`src/rtl/tdm_demux_16.sv`:
```
// -----------------------------------------------------------------------------
// tdm_demux_16
// Receive end of the 16-channel TDM path. A 1-bit serial stream carrying one
// slot per accepted beat is collected into a shadow frame. A complete frame is
// then released on q as a single update, marked by a one-cycle q_valid pulse.
//
// Optional feature: define DEMUX_PARITY_EN to append one even-parity beat to
// every frame. A frame whose parity check fails is dropped with frame_err.
//
// Ports
//   clk        in   1   rising-edge clock
//   rst_n      in   1   asynchronous active-low reset
//   din        in   1   serial data bit for the current slot
//   din_valid  in   1   a beat is accepted on the clock edge while high
//   sof        in   1   start-of-frame (qualified by din_valid), marks slot 0
//   q          out  16  last complete frame, q[k] = bit received in slot k
//   q_valid    out  1   one-cycle pulse: q was updated this cycle
//   slot       out  4   slot the next accepted bit will be written to
//   busy       out  1   a frame is partially collected
//   frame_err  out  1   one-cycle pulse: frame aborted (early sof / parity fail)
// -----------------------------------------------------------------------------
module tdm_demux_16 (
    input  logic        clk,
    input  logic        rst_n,
    input  logic        din,
    input  logic        din_valid,
    input  logic        sof,
    output logic [15:0] q,
    output logic        q_valid,
    output logic [3:0]  slot,
    output logic        busy,
    output logic        frame_err
);

    localparam int N_CH  = 16;
    localparam int SEL_W = 4;

`ifdef DEMUX_PARITY_EN
    typedef enum logic [1:0] {IDLE, COLLECT, PARITY} state_t;
`else
    typedef enum logic [1:0] {IDLE, COLLECT} state_t;
`endif

    localparam logic [SEL_W-1:0] LAST_SLOT = SEL_W'(N_CH - 1);

    state_t            state,      state_nxt;
    logic [N_CH-1:0]   shadow,     shadow_nxt;
    logic [N_CH-1:0]   q_nxt;
    logic [SEL_W-1:0]  slot_nxt;
    logic              q_valid_nxt;
    logic              busy_nxt;
    logic              frame_err_nxt;

    // Every register is reset, including the shadow frame. It is small, and a
    // known value keeps the first frame after reset fully deterministic.
    always_ff @(posedge clk or negedge rst_n) begin
        if (!rst_n) begin
            state     <= IDLE;
            shadow    <= '0;
            q         <= '0;
            q_valid   <= 1'b0;
            slot      <= '0;
            busy      <= 1'b0;
            frame_err <= 1'b0;
        end else begin
            // NOTE: non-blocking assignments here, so every register samples
            // the pre-edge values computed by the combinational block.
            state     <= state_nxt;
            shadow    <= shadow_nxt;
            q         <= q_nxt;
            q_valid   <= q_valid_nxt;
            slot      <= slot_nxt;
            busy      <= busy_nxt;
            frame_err <= frame_err_nxt;
        end
    end

    always_comb begin
        // NOTE: every output of this block gets a default first. Any path that
        // leaves one unassigned would infer a latch.
        state_nxt     = state;
        shadow_nxt    = shadow;
        q_nxt         = q;
        slot_nxt      = slot;
        busy_nxt      = busy;
        q_valid_nxt   = 1'b0;   // pulses drop back unless re-asserted below
        frame_err_nxt = 1'b0;

        if (din_valid) begin
            case (state)
                IDLE: begin
                    // Bits outside a frame are discarded silently.
                    if (sof) begin
                        shadow_nxt[0] = din;
                        slot_nxt      = SEL_W'(1);
                        busy_nxt      = 1'b1;
                        state_nxt     = COLLECT;
                    end
                end

                COLLECT: begin
                    if (sof) begin
                        // Early sof aborts the partial frame. The sof bit
                        // becomes slot 0 of the new frame.
                        frame_err_nxt = 1'b1;
                        shadow_nxt[0] = din;
                        slot_nxt      = SEL_W'(1);
                    end else begin
                        shadow_nxt[slot] = din;
                        slot_nxt         = slot + SEL_W'(1);   // wraps 15 -> 0
                        if (slot == LAST_SLOT) begin
`ifdef DEMUX_PARITY_EN
                            state_nxt = PARITY;                // busy stays high
`else
                            q_nxt       = {din, shadow[N_CH-2:0]};
                            q_valid_nxt = 1'b1;
                            busy_nxt    = 1'b0;
                            state_nxt   = IDLE;
`endif
                        end
                    end
                end

`ifdef DEMUX_PARITY_EN
                PARITY: begin
                    if (sof) begin
                        frame_err_nxt = 1'b1;
                        shadow_nxt[0] = din;
                        slot_nxt      = SEL_W'(1);
                        state_nxt     = COLLECT;
                    end else begin
                        // Even parity: data bits plus the parity bit have an
                        // even number of ones.
                        if (^{din, shadow} == 1'b0) begin
                            q_nxt       = shadow;
                            q_valid_nxt = 1'b1;
                        end else begin
                            frame_err_nxt = 1'b1;
                        end
                        busy_nxt  = 1'b0;
                        state_nxt = IDLE;
                    end
                end
`endif

                default: state_nxt = IDLE;
            endcase
        end
    end

endmodule
```
`config.mk`:
```
export PLATFORM = sky130hd
export DESIGN_NAME = tdm_demux_16
export DESIGN_NICKNAME = d
export VERILOG_FILES = /design/src/rtl/tdm_demux_16.sv
export SDC_FILE = /design/constraint.sdc
export NUM_CORES = 1
export LEC_CHECK = 0
export BUFFER_PORTS_ARGS = -buffer_cell sky130_fd_sc_hd__buf_2
export CORE_MARGIN = 10
export CORE_UTILIZATION = 56
export CTS_BUF_LIST = sky130_fd_sc_hd__clkbuf_4
export CTS_CLUSTER_DIAMETER = 200
export DETAILED_ROUTE_END_ITERATION = 10
export PLACE_DENSITY_LB_ADDON = 0.12
export SLEW_MARGIN = 20
export SYNTH_ARGS = -nofsm -noshare
export SYNTH_HDL_FRONTEND = slang
export SYNTH_SLANG_ARGS = --single-unit
export TNS_END_PERCENT = 50
```
`constraint.sdc`:
```
create_clock -name clk -period 2.7 [get_ports clk]
set_input_delay 0 -clock clk [delete_from_list [all_inputs] [get_ports clk]]
set_output_delay 0 -clock clk [all_outputs]
set_load 0.005 [all_outputs]
```
==> results of run 1 <==
final timing paths:
path | startpoint | end | cells past startpoint
max reg2reg | slot[0] | q[3] | 4
max in group asynchronous | rst_n | q[11] | 2
min reg2reg | shadow[5] | q[5] | 1
max | slot[0] | q[3] | 4
min in group asynchronous | rst_n | frame_err | 2
min | din_valid | busy | 2
routing by layer:
metal  GRT usage  up-vias
met5           0        -
met4     0.04948        0
met3     0.04948        7
met2      0.1851       24
met1      0.1417      521
li1            -      502
flip-flops by register name, summed over array words and instances, names as in the netlist:
| register | flops |
|---|---|
| slot | 4 |
| q_valid | 1 |
| shadow | 15 |
| frame_err | 1 |
| q | 16 |
| busy | 1 |
logic make-up (layout without fill, tap and decap cells):
| logic type | Yosys count | after routing | synth area share |
|---|---|---|---|
| and+or+nand+nor | 30 | 30 | 0.1123 |
| DFF | 38 | 38 | 0.5543 |
| adders and majority gates | 4 | 4 | 0.02918 |
| buffers and inverters | 10 | 40 | 0.03792 |
| AOI/OAI and AO/OA | 12 | 12 | 0.04303 |
| muxes | 31 | 31 | 0.2232 |
final cells by class:
class	count	area [um^2]
flip-flops and latches	38	950.9
well taps	33	41.29
multi-input cells	77	699.4
clock buffers	6	45.04
inverters	3	11.26
fillers	245	1091
clock inverters	2	8.758
repair buffers	29	155.1
power groups by stage:
stage | clock network, mW | registers, mW | logic (mW)
floorplan | 0 | 0.666 | 0.103
global placement | 0 | 0.679 | 0.133
detailed placement | 0 | 0.685 | 0.139
CTS | 0.299 | 0.672 | 0.142
global route | 0.320 | 0.681 | 0.155
finish | 0.284 | 0.672 | 0.138
critical path, cell delays in order (launching register included):
cell,delay (ps)
sky130_fd_sc_hd__dfrtp_1,480
sky130_fd_sc_hd__ha_1,280
sky130_fd_sc_hd__nand4b_4,180
sky130_fd_sc_hd__nor2_8,340
sky130_fd_sc_hd__mux2_2,390
cells in the mapped netlist (2+ instances only):
cell type,count,share of area
sky130_fd_sc_hd__buf_4,2,0.0088
sky130_fd_sc_hd__buf_2,3,0.0088
sky130_fd_sc_hd__ha_1,4,0.029
sky130_fd_sc_hd__a21oi_1,3,0.0088
sky130_fd_sc_hd__o21ai_0,5,0.015
sky130_fd_sc_hd__nor3_1,3,0.0088
sky130_fd_sc_hd__mux2_4,9,0.079
sky130_fd_sc_hd__inv_1,3,0.0066
sky130_fd_sc_hd__nand4_1,2,0.0073
sky130_fd_sc_hd__mux2_2,22,0.14
sky130_fd_sc_hd__nand2b_1,2,0.0073
sky130_fd_sc_hd__dfrtp_1,38,0.55
sky130_fd_sc_hd__nor2_1,11,0.024
sky130_fd_sc_hd__nand2_1,2,0.0044
sky130_fd_sc_hd__nand4b_1,3,0.015
==> results summary, run 1 <==
The number of nets still failing antenna checks after routing is 0. Final hold analysis gives a worst-case slack of 55.32 ps. The share of the clock period used by the worst path came out at 0.6618.

The minimum clock period came out at approximately 1800 ps. The run finished with clean final reports. After detailed routing, the number of vias per cell comes to around 5.6.

The antenna diode count came out at 0. Routability-driven placement finished with a final weighted congestion of 0.8747. The floorplan step defined a die boundary enclosing 0.005677 mm^2. The total half-perimeter wirelength after legalization and detailed placement came out at about 2100 um. The prevailing post-synth register cell is sky130_fd_sc_hd__dfrtp_1. The H-tree was split into 2 levels. The count of instances resized after the clock tree is built is 0. Setup repair after global routing left no endpoint under its margin. Entering global routing, the biggest net connects 39 pins. The largest voltage drop on the vdd net came out at roughly 0.00028 V. The relative slew slack came out at 0.4559. Synthesis produced a netlist with a net count of between 100 and 150. The root cell of the clock tree is sky130_fd_sc_hd__clkbuf_4.

The number of global-route vias before repair is a little over 1000. The number of pins exceeding their max-slew limit in the final report is 0. During synthesis, Yosys emitted a total of 0 warnings. The fmax came out at about 0.56 GHz. The number of synthesized register bits is 38. The top routing layer in use is met4. The violation count after the first detailed-route iteration is 38.

The overall die height is between 70 and 80 um. The data required time at the worst endpoint is roughly 2900 ps. Counting flops with an async set or reset pin after synthesis yields a share of 1.000. The number of buffers added on ports is 27. Leaving out filler cells and counting taps, the final layout contains 188. For this run, the total global-route usage over all layers was measured as 0.1189. Dividing the detail-routed wire length by the instance count gives 16.26 um. The maximum count of clock buffers along a single path is 2. Synthesis produced a netlist whose cell count is about 130. The final-stage net count is ~160.

For this design, the CTS-stage hold fixing added 2 buffers. Summed over all nets, the switching power comes to just under 0.3 mW. Across the run, the number of max-cap violations was 0.

The effective utilization at floorplan is 0.5712. The top cell types in the final layout, fill and taps aside, are sky130_fd_sc_hd__dfrtp_1 (38), sky130_fd_sc_hd__buf_2 (27), sky130_fd_sc_hd__mux2_2 (22). In this run the core area contains 20 standard-cell rows. The count of final hold-check violations is 0. In this run the power density over the cells is ~570 mW/mm^2. The summed instance area of the synthesized netlist came out at between 0.0015 and 0.002 mm^2. The overall die width came out at ~75 um. The number of failing setup endpoints in the final timing report came out at 0. The synthesized area per cell came out at roughly 14 um^2. TritonCTS built the clock tree.

The later pin in the worst-skew pair is clocked with a latency of ~350 ps. For this run, the share of the core covered by cells in the final layout is 0.6367. The layout overhead on the synthesized area came out at 11.45%. The library cell used most frequently in the layout, excluding fill and tap cells, is sky130_fd_sc_hd__dfrtp_1. The critical path data arrival time came out at ~2000 ps.

Cell internal power was estimated by the tool at approximately 0.8 mW. For this block, the routed nets add up to 3056 um of wire. The total setup buffers inserted after CTS came out at 0.

The slew at the pin closest to its max-slew limit is around 820 ps. For this run, the register share of the synthesized area comes to 0.5543. The pre-CTS worst setup slack is approximately 900 ps.

The count of clock tree sinks came out at 38. STA classifies the critical path endpoint as a register. The remaining global-route overflow is 0. The final total negative setup slack came out at 0 ps. The initial antenna violation count came to 0.

The count of pins on the block boundary is 28. The placement-stage cell area is about 0.0018 mm^2. The share of total power dissipated in the clock network is 0.260.

In this run the static leakage power is between 0.9 and 1 nW. In the detailed route, the total length drawn on met3 is between 150 and 200 um. The wire length of the first global-routing pass came out at 5002 um. The floorplan core area is between 0.003 and 0.004 mm^2.

The layout cell share with drive strength beyond 1 is 0.4452. The amount of wire on met2 after detailed routing is around 1500 um. The type of the setup path with the least slack is reg2reg. STA classifies the critical path startpoint as a register.

The met1 layer wirelength in the final routing came out at roughly 1300 um. After clock tree synthesis, the clock-pin slew on the worst setup and hold paths is 110 ps. The residual DRC count came out at 0. The distinct cell type count after synthesis is 28. The detailed-route via count is approximately 1100. The worst hold path belongs to the class in2reg. Counting flops with a built-in enable in the synthesized netlist gives 0. The share of total power dissipated in sequential elements is 0.614. The finished layout cell area came out at between 0.0015 and 0.002 mm^2. The highest fanout seen on the critical path is 17. The worst clock skew is around 9 ps. The total power after layout came out at about 1.1 mW. The number of detailed-routing iterations run before antenna repair is 4. The final critical-path setup slack came out at 913.1 ps. The combinational share of power is 0.126. In this run the register-to-register setup slack is 910 ps. The CTS buffer count came out at 5. After detailed placement, the design holds a cell count of between 150 and 200. The net switching fraction of the power came out at 0.2642.
Power figures use the tool's default switching activity.
==> run 2, diff against run 1 <==
--- a/config.mk
+++ b/config.mk
@@ -7,7 +7,7 @@
 export LEC_CHECK = 0
 export BUFFER_PORTS_ARGS = -buffer_cell sky130_fd_sc_hd__buf_2
 export CORE_MARGIN = 10
-export CORE_UTILIZATION = 56
+export CORE_UTILIZATION = 52
 export CTS_BUF_LIST = sky130_fd_sc_hd__clkbuf_4
 export CTS_CLUSTER_DIAMETER = 200
 export DETAILED_ROUTE_END_ITERATION = 10
==> constraint.sdc (replaced) <==
create_clock -name clk -period 1.6 [get_ports clk]
set_input_delay 0 -clock clk [delete_from_list [all_inputs] [get_ports clk]]
set_output_delay 0 -clock clk [all_outputs]
set_load 0.005 [all_outputs]
==> run 2 against run 1 <==
The flow now finishes with violations (setup timing). Non-clock buffer count increased by 13. Clock skew increased by 2.2 ps. Clock-buffer cell count decreased by 1. Critical path depth increased by 1. Die area increased by 5.6%. Critical endpoint is now shadow[2]. Largest cell class unchanged.
==> results summary, run 2 (same netlist as run 1, synthesis figures left out) <==
The initial antenna violation count is 0 (unchanged). The fmax came out at 0.6124 GHz (was 0.5596 GHz). The number of global-route vias before repair came out at 1167 (was 1023). Status: finished with violations (was finished, final reports clean). The final critical-path setup slack came out at -32.81 ps (was 913.1 ps). The average vias per placed instance is 5.379 (was 5.606). The share of the clock period used by the worst path is 1.021 (was 0.6618). The cell count of the worst hold path is 2 (unchanged).

The fill cell total of the finished layout is 245 (unchanged). The element type at the critical path start is a register (unchanged). The storage element area is 953.4 um^2 (was 950.9 um^2). The overall die width is 77.44 um (was 75.35 um). The effective utilization at floorplan came out at 0.5528 (was 0.5712). The highest fanout seen on the critical path came out at 4 (was 17).

The worst hold path class was in2reg (unchanged). The most frequent standard cell in the layout excluding fill and tap cells was sky130_fd_sc_hd__dfrtp_1 (unchanged). The slack of the worst reg-to-reg path came to -30 ps (was 910 ps). The total global routing track utilization came to 0.1122 (was 0.1189). The floorplan core area came out at 0.003103 mm^2 (was 0.003003 mm^2). Highest-count cells in the layout ignoring fill and taps: sky130_fd_sc_hd__dfrtp_1 (36), sky130_fd_sc_hd__buf_2 (27), sky130_fd_sc_hd__mux2_2 (20) (was sky130_fd_sc_hd__dfrtp_1 (38), sky130_fd_sc_hd__buf_2 (27), sky130_fd_sc_hd__mux2_2 (22)). The number of cells on the worst reg-to-reg path came out at 5 (was 4). The number of pins exceeding their max-slew limit in the final report is 0 (unchanged). The register with the highest flop count is q (unchanged).

The count of pins on the block boundary is 28 (unchanged). The number of nets still failing antenna checks after routing came out at 0 (unchanged). The number of detailed-routing iterations run before antenna repair is 4 (unchanged). The layout overhead on the synthesized area came out at 22.76% (was 11.45%). The data required time at the worst endpoint was 1840 ps (was 2930 ps).

The CTS tree is built (unchanged). The remaining global-route overflow came out at 0 (unchanged). Top Registers: q: 16 flops, shadow: 15 flops, slot: 4 flops (unchanged). The kind of end point of the critical path was a register (unchanged). The average wire per standard cell came out at 15.56 um (was 16.26 um). The total half-perimeter wirelength after legalization and detailed placement is 2190 um (was 2145 um).

The residual DRC count is 0 (unchanged). The minimum clock period came out at 1633 ps (was 1787 ps). The area occupied by multi-input gates is 732.0 um^2 (was 699.4 um^2).

The number of flip-flops in the largest register came to 16 (unchanged). The relative slew slack came out at 0.6834 (was 0.4559). Setup repair after global routing missed its margin: true (was false). The slew at the pin closest to its max-slew limit is 474.9 ps (was 816.1 ps). The ratio of total power to cell area came out at 978.2 mW/mm^2 (was 572.6 mW/mm^2). The largest voltage drop on the vdd net is 0.0006331 V (was 0.0002771 V). The clock insertion delay at the later pin of the skew report was 340 ps (was 350 ps). The final weighted congestion in routability-driven placement came out at 0.8133 (was 0.8747). The leakage power of the design came out at 1.072 nW (was 0.9975 nW). The count of final hold-check violations came out at 0 (unchanged).

The checks that failed: setup timing. The detailed-route via count is 1135 (was 1054). The number of failing setup endpoints in the final timing report is 9 (was 0).

The violation count after the first detailed-route iteration is 39 (was 38). The clock edge transition at the registers on the reported setup and hold paths came out at 110 ps (about the same). The site row count is 20 (unchanged). The antenna diode count came out at 0 (unchanged). The root cell of the clock tree was sky130_fd_sc_hd__clkbuf_4 (unchanged). The count of max-cap constraint violations is 0 (unchanged). The count of clock tree sinks came out at 38 (unchanged). The aggregate routed wire length was 3284 um (was 3056 um).

The final-stage net count came to 176 (was 163). The number of buffers added on ports is 27 (unchanged). The type of the setup path with the least slack is reg2reg (unchanged). The layout cell share with drive strength beyond 1 came out at 0.5329 (was 0.4452). The maximum count of clock buffers along a single path is 2 (unchanged).

The critical path data arrival time came out at 1870 ps (was 2020 ps). The deepest level of the CTS H-tree came to 2 (unchanged). The die outline area is 0.005996 mm^2 (was 0.005677 mm^2). The final total negative setup slack came to -68.64 ps (was 0 ps).

The worst-case hold slack came out at 73.23 ps (was 55.32 ps). The worst clock skew is 11.22 ps (was 8.999 ps). The overall die height was 77.44 um (was 75.35 um).

The pin count of the biggest net entering global routing is 39 (unchanged). The wire length of the first global-routing pass was 5533 um (was 5002 um). The CTS buffer count came out at 5 (unchanged).
run 2: cell count changes in the layout (fill, tap and decap cells not counted), sizes merged:
cell,delta
bufinv,+1
buf,+12
clkinv,-1
run 2: power by group:
part	switching, mW	internal, mW
clock network	0.298	0.316
registers	0.0737	1.06
logic	0.146	0.167
total	0.517	1.54
run 2: routing by layer:
layer | up-vias | wire length [um] | GRT usage
met5 | - | 0 | 0
met4 | 0 | 49 | 0.04927
met3 | 5 | 213 | 0.04608
met2 | 30 | 1685 | 0.1814
met1 | 570 | 1335 | 0.1277
li1 | 530 | - | -
run 2: metrics by stage:
step	utilization	total power [mW]	instances	area, um^2	setup slack [ps]
floorplan	-	1.299	125	1715	4.886
global route	0.6786	2.167	211	2106	-90.65
CTS	0.6528	2.035	207	2026	-10.17
detailed placement	0.6202	1.412	197	1924	-36.82
global placement	0.6202	1.401	197	1924	-2.509
finish	0.6786	2.060	211	2106	-32.81
run 2: critical path: stages, from the launching register on:
cell and delay (ps):
sky130_fd_sc_hd__dfrtp_2 450, sky130_fd_sc_hd__inv_2 80, sky130_fd_sc_hd__ha_1 140, sky130_fd_sc_hd__nand4b_1 240, sky130_fd_sc_hd__nor3_2 290, sky130_fd_sc_hd__mux2_4 330
run 2: final timing paths:
path | from | to
max in group asynchronous | rst_n | slot[1]
worst min-delay path | din_valid | frame_err
worst max-delay path | slot[0] | shadow[2]
worst max register to register | slot[0] | shadow[2]
worst min register to register | shadow[9] | q[9]
min in group asynchronous | rst_n | slot[3]
run 2: cell type report:
cell class	instances	share of cell area
clock buffers	5	0.01783
clock inverters	2	0.01604
inverters	3	0.005348
multi-input cells	77	0.3476
flip-flops and latches	38	0.4528
well taps	44	0.02614
repair buffers	42	0.1343
run 2: repair_timing:
item	CTS	global route
cloned	0	1
endpoints found under the hold margin	40	0
pin swaps	0	2
gates resized for setup	1	11
setup endpoints to repair	16	27
setup buffers	1	3
hold buffers	2	0
==> run 3, diff against run 2 <==
--- a/config.mk
+++ b/config.mk
@@ -6,8 +6,9 @@
 export NUM_CORES = 1
 export LEC_CHECK = 0
 export BUFFER_PORTS_ARGS = -buffer_cell sky130_fd_sc_hd__buf_2
+export CAP_MARGIN = 20
 export CORE_MARGIN = 10
-export CORE_UTILIZATION = 52
+export CORE_UTILIZATION = 56
 export CTS_BUF_LIST = sky130_fd_sc_hd__clkbuf_4
 export CTS_CLUSTER_DIAMETER = 200
 export DETAILED_ROUTE_END_ITERATION = 10
==> constraint.sdc (replaced) <==
create_clock -name clk -period 1.7 [get_ports clk]
set_input_delay 0 -clock clk [delete_from_list [all_inputs] [get_ports clk]]
set_output_delay 0 -clock clk [all_outputs]
set_load 0.005 [all_outputs]
==> run 3 against run 2 <==
Sequential share of layout area up 2.7 points. Global-route usage up 1.0 points. Flip-flop and latch count unchanged. Core utilization down 1.7 points. Final cell count down 8.1%. Die area down 5.3%. The flow now finishes without violations. Critical path depth unchanged. Clock skew down 6.4 ps. Fmax up 0.54%.
==> results summary, run 3 (same netlist as run 1, synthesis figures left out) <==
The number of detailed-routing iterations run before antenna repair is 4 (unchanged). The cell at the slowest stage of the critical path is sky130_fd_sc_hd__dfrtp_1 (was sky130_fd_sc_hd__dfrtp_2). The count of max-cap constraint violations is 0 (unchanged). The average vias per placed instance is 5.582 (was 5.379).

The number of flip-flops in the largest register came out at 16 (unchanged). The overall die height came out at 75.35 um (was 77.44 um). The initial antenna violation count is 0 (unchanged). The layout overhead on the synthesized area came out at 15.75% (was 22.76%). The share of the clock period used by the worst path is 0.9553 (was 1.021).

The slack of the worst reg-to-reg path came out at 80 ps (was -30 ps). The total global routing track utilization came out at 0.1224 (was 0.1122). The aggregate routed wire length came out at 3132 um (was 3284 um).

Highest-count cells in the layout ignoring fill and taps: sky130_fd_sc_hd__dfrtp_1 (37), sky130_fd_sc_hd__buf_2 (27), sky130_fd_sc_hd__mux2_2 (22) (was sky130_fd_sc_hd__dfrtp_1 (36), sky130_fd_sc_hd__buf_2 (27), sky130_fd_sc_hd__mux2_2 (20)). Setup repair after global routing missed its margin: false (was true). The number of failing setup endpoints in the final timing report is 0 (was 9). The type of the setup path with the least slack is reg2reg (unchanged).

Cells along the critical path: ha_2, nand4b_4, nor2_8, buf_12, mux2_2 (was inv_2, ha_1, nand4b_1, nor3_2, mux2_4). The largest voltage drop on the vdd net came out at 0.0005154 V (was 0.0006331 V). The slew at the pin closest to its max-slew limit came to 820.7 ps (was 474.9 ps). The count of pins on the block boundary is 28 (unchanged). The wire length of the first global-routing pass was 5237 um (was 5533 um). The detailed-route via count is 1083 (was 1135). The CTS tree is built (unchanged).

The final-stage net count is 169 (was 176). The deepest level of the CTS H-tree is 2 (unchanged). The final total negative setup slack was 0 ps (was -68.64 ps). The finished layout cell area came out at 0.001986 mm^2 (was 0.002106 mm^2). The worst clock skew is 4.834 ps (was 11.22 ps). The count of final hold-check violations is 0 (unchanged).

The number of pins exceeding their max-slew limit in the final report was 0 (unchanged). The count of clock tree sinks is 38 (unchanged). The minimum clock period came out at 1624 ps (was 1633 ps).

The fill cell total of the finished layout is 242 (was 245). The highest fanout seen on the critical path came to 11 (was 4). The number of buffers and inverters on the critical path is 1 (unchanged).

The average wire per standard cell is 16.14 um (was 15.56 um). The overall die width was 75.35 um (was 77.44 um). The site row count came to 20 (unchanged). The antenna diode count came out at 0 (unchanged). Top Registers: q: 16 flops, shadow: 15 flops, slot: 4 flops (unchanged). The total power after layout came out at 1.743 mW (was 2.060 mW). The final critical-path setup slack is 75.97 ps (was -32.81 ps).

The floorplan core area came out at 0.003003 mm^2 (was 0.003103 mm^2). The kind of end point of the critical path is a register (unchanged). Status: finished, final reports clean (was finished with violations).

The register with the highest flop count is q (unchanged). The maximum count of clock buffers along a single path is 2 (unchanged). The root cell of the clock tree is sky130_fd_sc_hd__clkbuf_4 (unchanged). The gate family responsible for the most delay along the worst path is flip-flops (was simple AND/OR/NAND/NOR gates).

The area occupied by multi-input gates is 701.9 um^2 (was 732.0 um^2). The clock edge transition at the registers on the reported setup and hold paths is 100 ps (was 110 ps). The die outline area came out at 0.005677 mm^2 (was 0.005996 mm^2). The pin count of the biggest net entering global routing is 39 (unchanged). The element type at the critical path start is a register (unchanged). The clock insertion delay at the later pin of the skew report came to 330 ps (was 340 ps).

The violation count after the first detailed-route iteration came out at 72 (was 39). The number of buffers added on ports is 27 (unchanged). The effective utilization at floorplan is 0.5712 (was 0.5528). The delay of the slowest cell on the worst path came out at 440 ps (was 450 ps). The pre-CTS worst setup slack came to 19.85 ps (was -36.82 ps). The final weighted congestion in routability-driven placement is 0.8116 (was 0.8133). The final instance count without filler cells came out at 194 (was 211). The storage element area came out at 952.2 um^2 (was 953.4 um^2).

The worst hold path class is in2reg (unchanged). The relative slew slack is 0.4529 (was 0.6834). The total half-perimeter wirelength after legalization and detailed placement was 2249 um (was 2190 um).

The critical path data arrival time is 1840 ps (was 1870 ps). The layout cell share with drive strength beyond 1 is 0.4783 (was 0.5329). The fmax is 0.6158 GHz (was 0.6124 GHz). The ratio of total power to cell area is 878.0 mW/mm^2 (was 978.2 mW/mm^2). The most frequent standard cell in the layout excluding fill and tap cells is sky130_fd_sc_hd__dfrtp_1 (unchanged).

The remaining global-route overflow came out at 0 (unchanged). The number of global-route vias before repair is 1116 (was 1167). The leakage power of the design is 1.029 nW (was 1.072 nW). The residual DRC count is 0 (unchanged). The number of nets still failing antenna checks after routing came out at 0 (unchanged). The CTS buffer count came to 5 (unchanged). The data required time at the worst endpoint came out at 1920 ps (was 1840 ps). The placement-stage cell area came to 0.001908 mm^2 (was 0.001924 mm^2). The count of placed standard cells including taps is 184 (was 197).
run 3: final cells by class:
| type | count | share of cell area |
|---|---|---|
| clock buffer | 6 | 0.02268 |
| sequential | 38 | 0.4795 |
| clock inverter | 2 | 0.004411 |
| inverter | 3 | 0.005671 |
| timing repair buffer | 35 | 0.1134 |
| multi-input combinational | 77 | 0.3535 |
| tap | 33 | 0.02079 |
run 3: path summary, 6_finish.rpt:
| path | startpoint | cells past startpoint | end |
|---|---|---|---|
| worst max-delay path | slot[0] | 5 | q[4] |
| worst min-delay path | din_valid | 2 | busy |
| worst max register to register | slot[0] | 5 | q[4] |
| worst min register to register | shadow[13] | 1 | shadow[13] |
| max in group asynchronous | rst_n | 2 | slot[1] |
| min in group asynchronous | rst_n | 2 | shadow[11] |
run 3: through the flow:
step	util	hold WS [ps]
3_3_place_gp	0.6354	133.8
5_1_grt	0.6613	53.21
4_1_cts	0.6604	46.42
2_1_floorplan	-	-295.6
6_report	0.6613	72.08
3_5_place_dp	0.6354	140.8
run 3: what timing repair did:
item / CTS / global route
endpoints found under the hold margin: 40 / 0
hold buffers: 2 / 0
gates resized for setup: 1 / 1
endpoints found under the setup margin: 1 / 1
setup buffers: 0 / 0
run 3: metal layers:
metal | vias to the layer above | wire length [um] | track usage
met5 | - | 0 | 0
met2 | 31 | 1572 | 0.2049
li1 | 510 | - | -
met1 | 538 | 1358 | 0.1352
met3 | 4 | 165 | 0.05339
met4 | 0 | 36 | 0.04330
run 3: where the power goes:
part	total (mW)	internal (mW)	switching (mW)
combinational	0.239	0.123	0.116
clock	0.438	0.171	0.267
sequential	1.07	0.997	0.0691
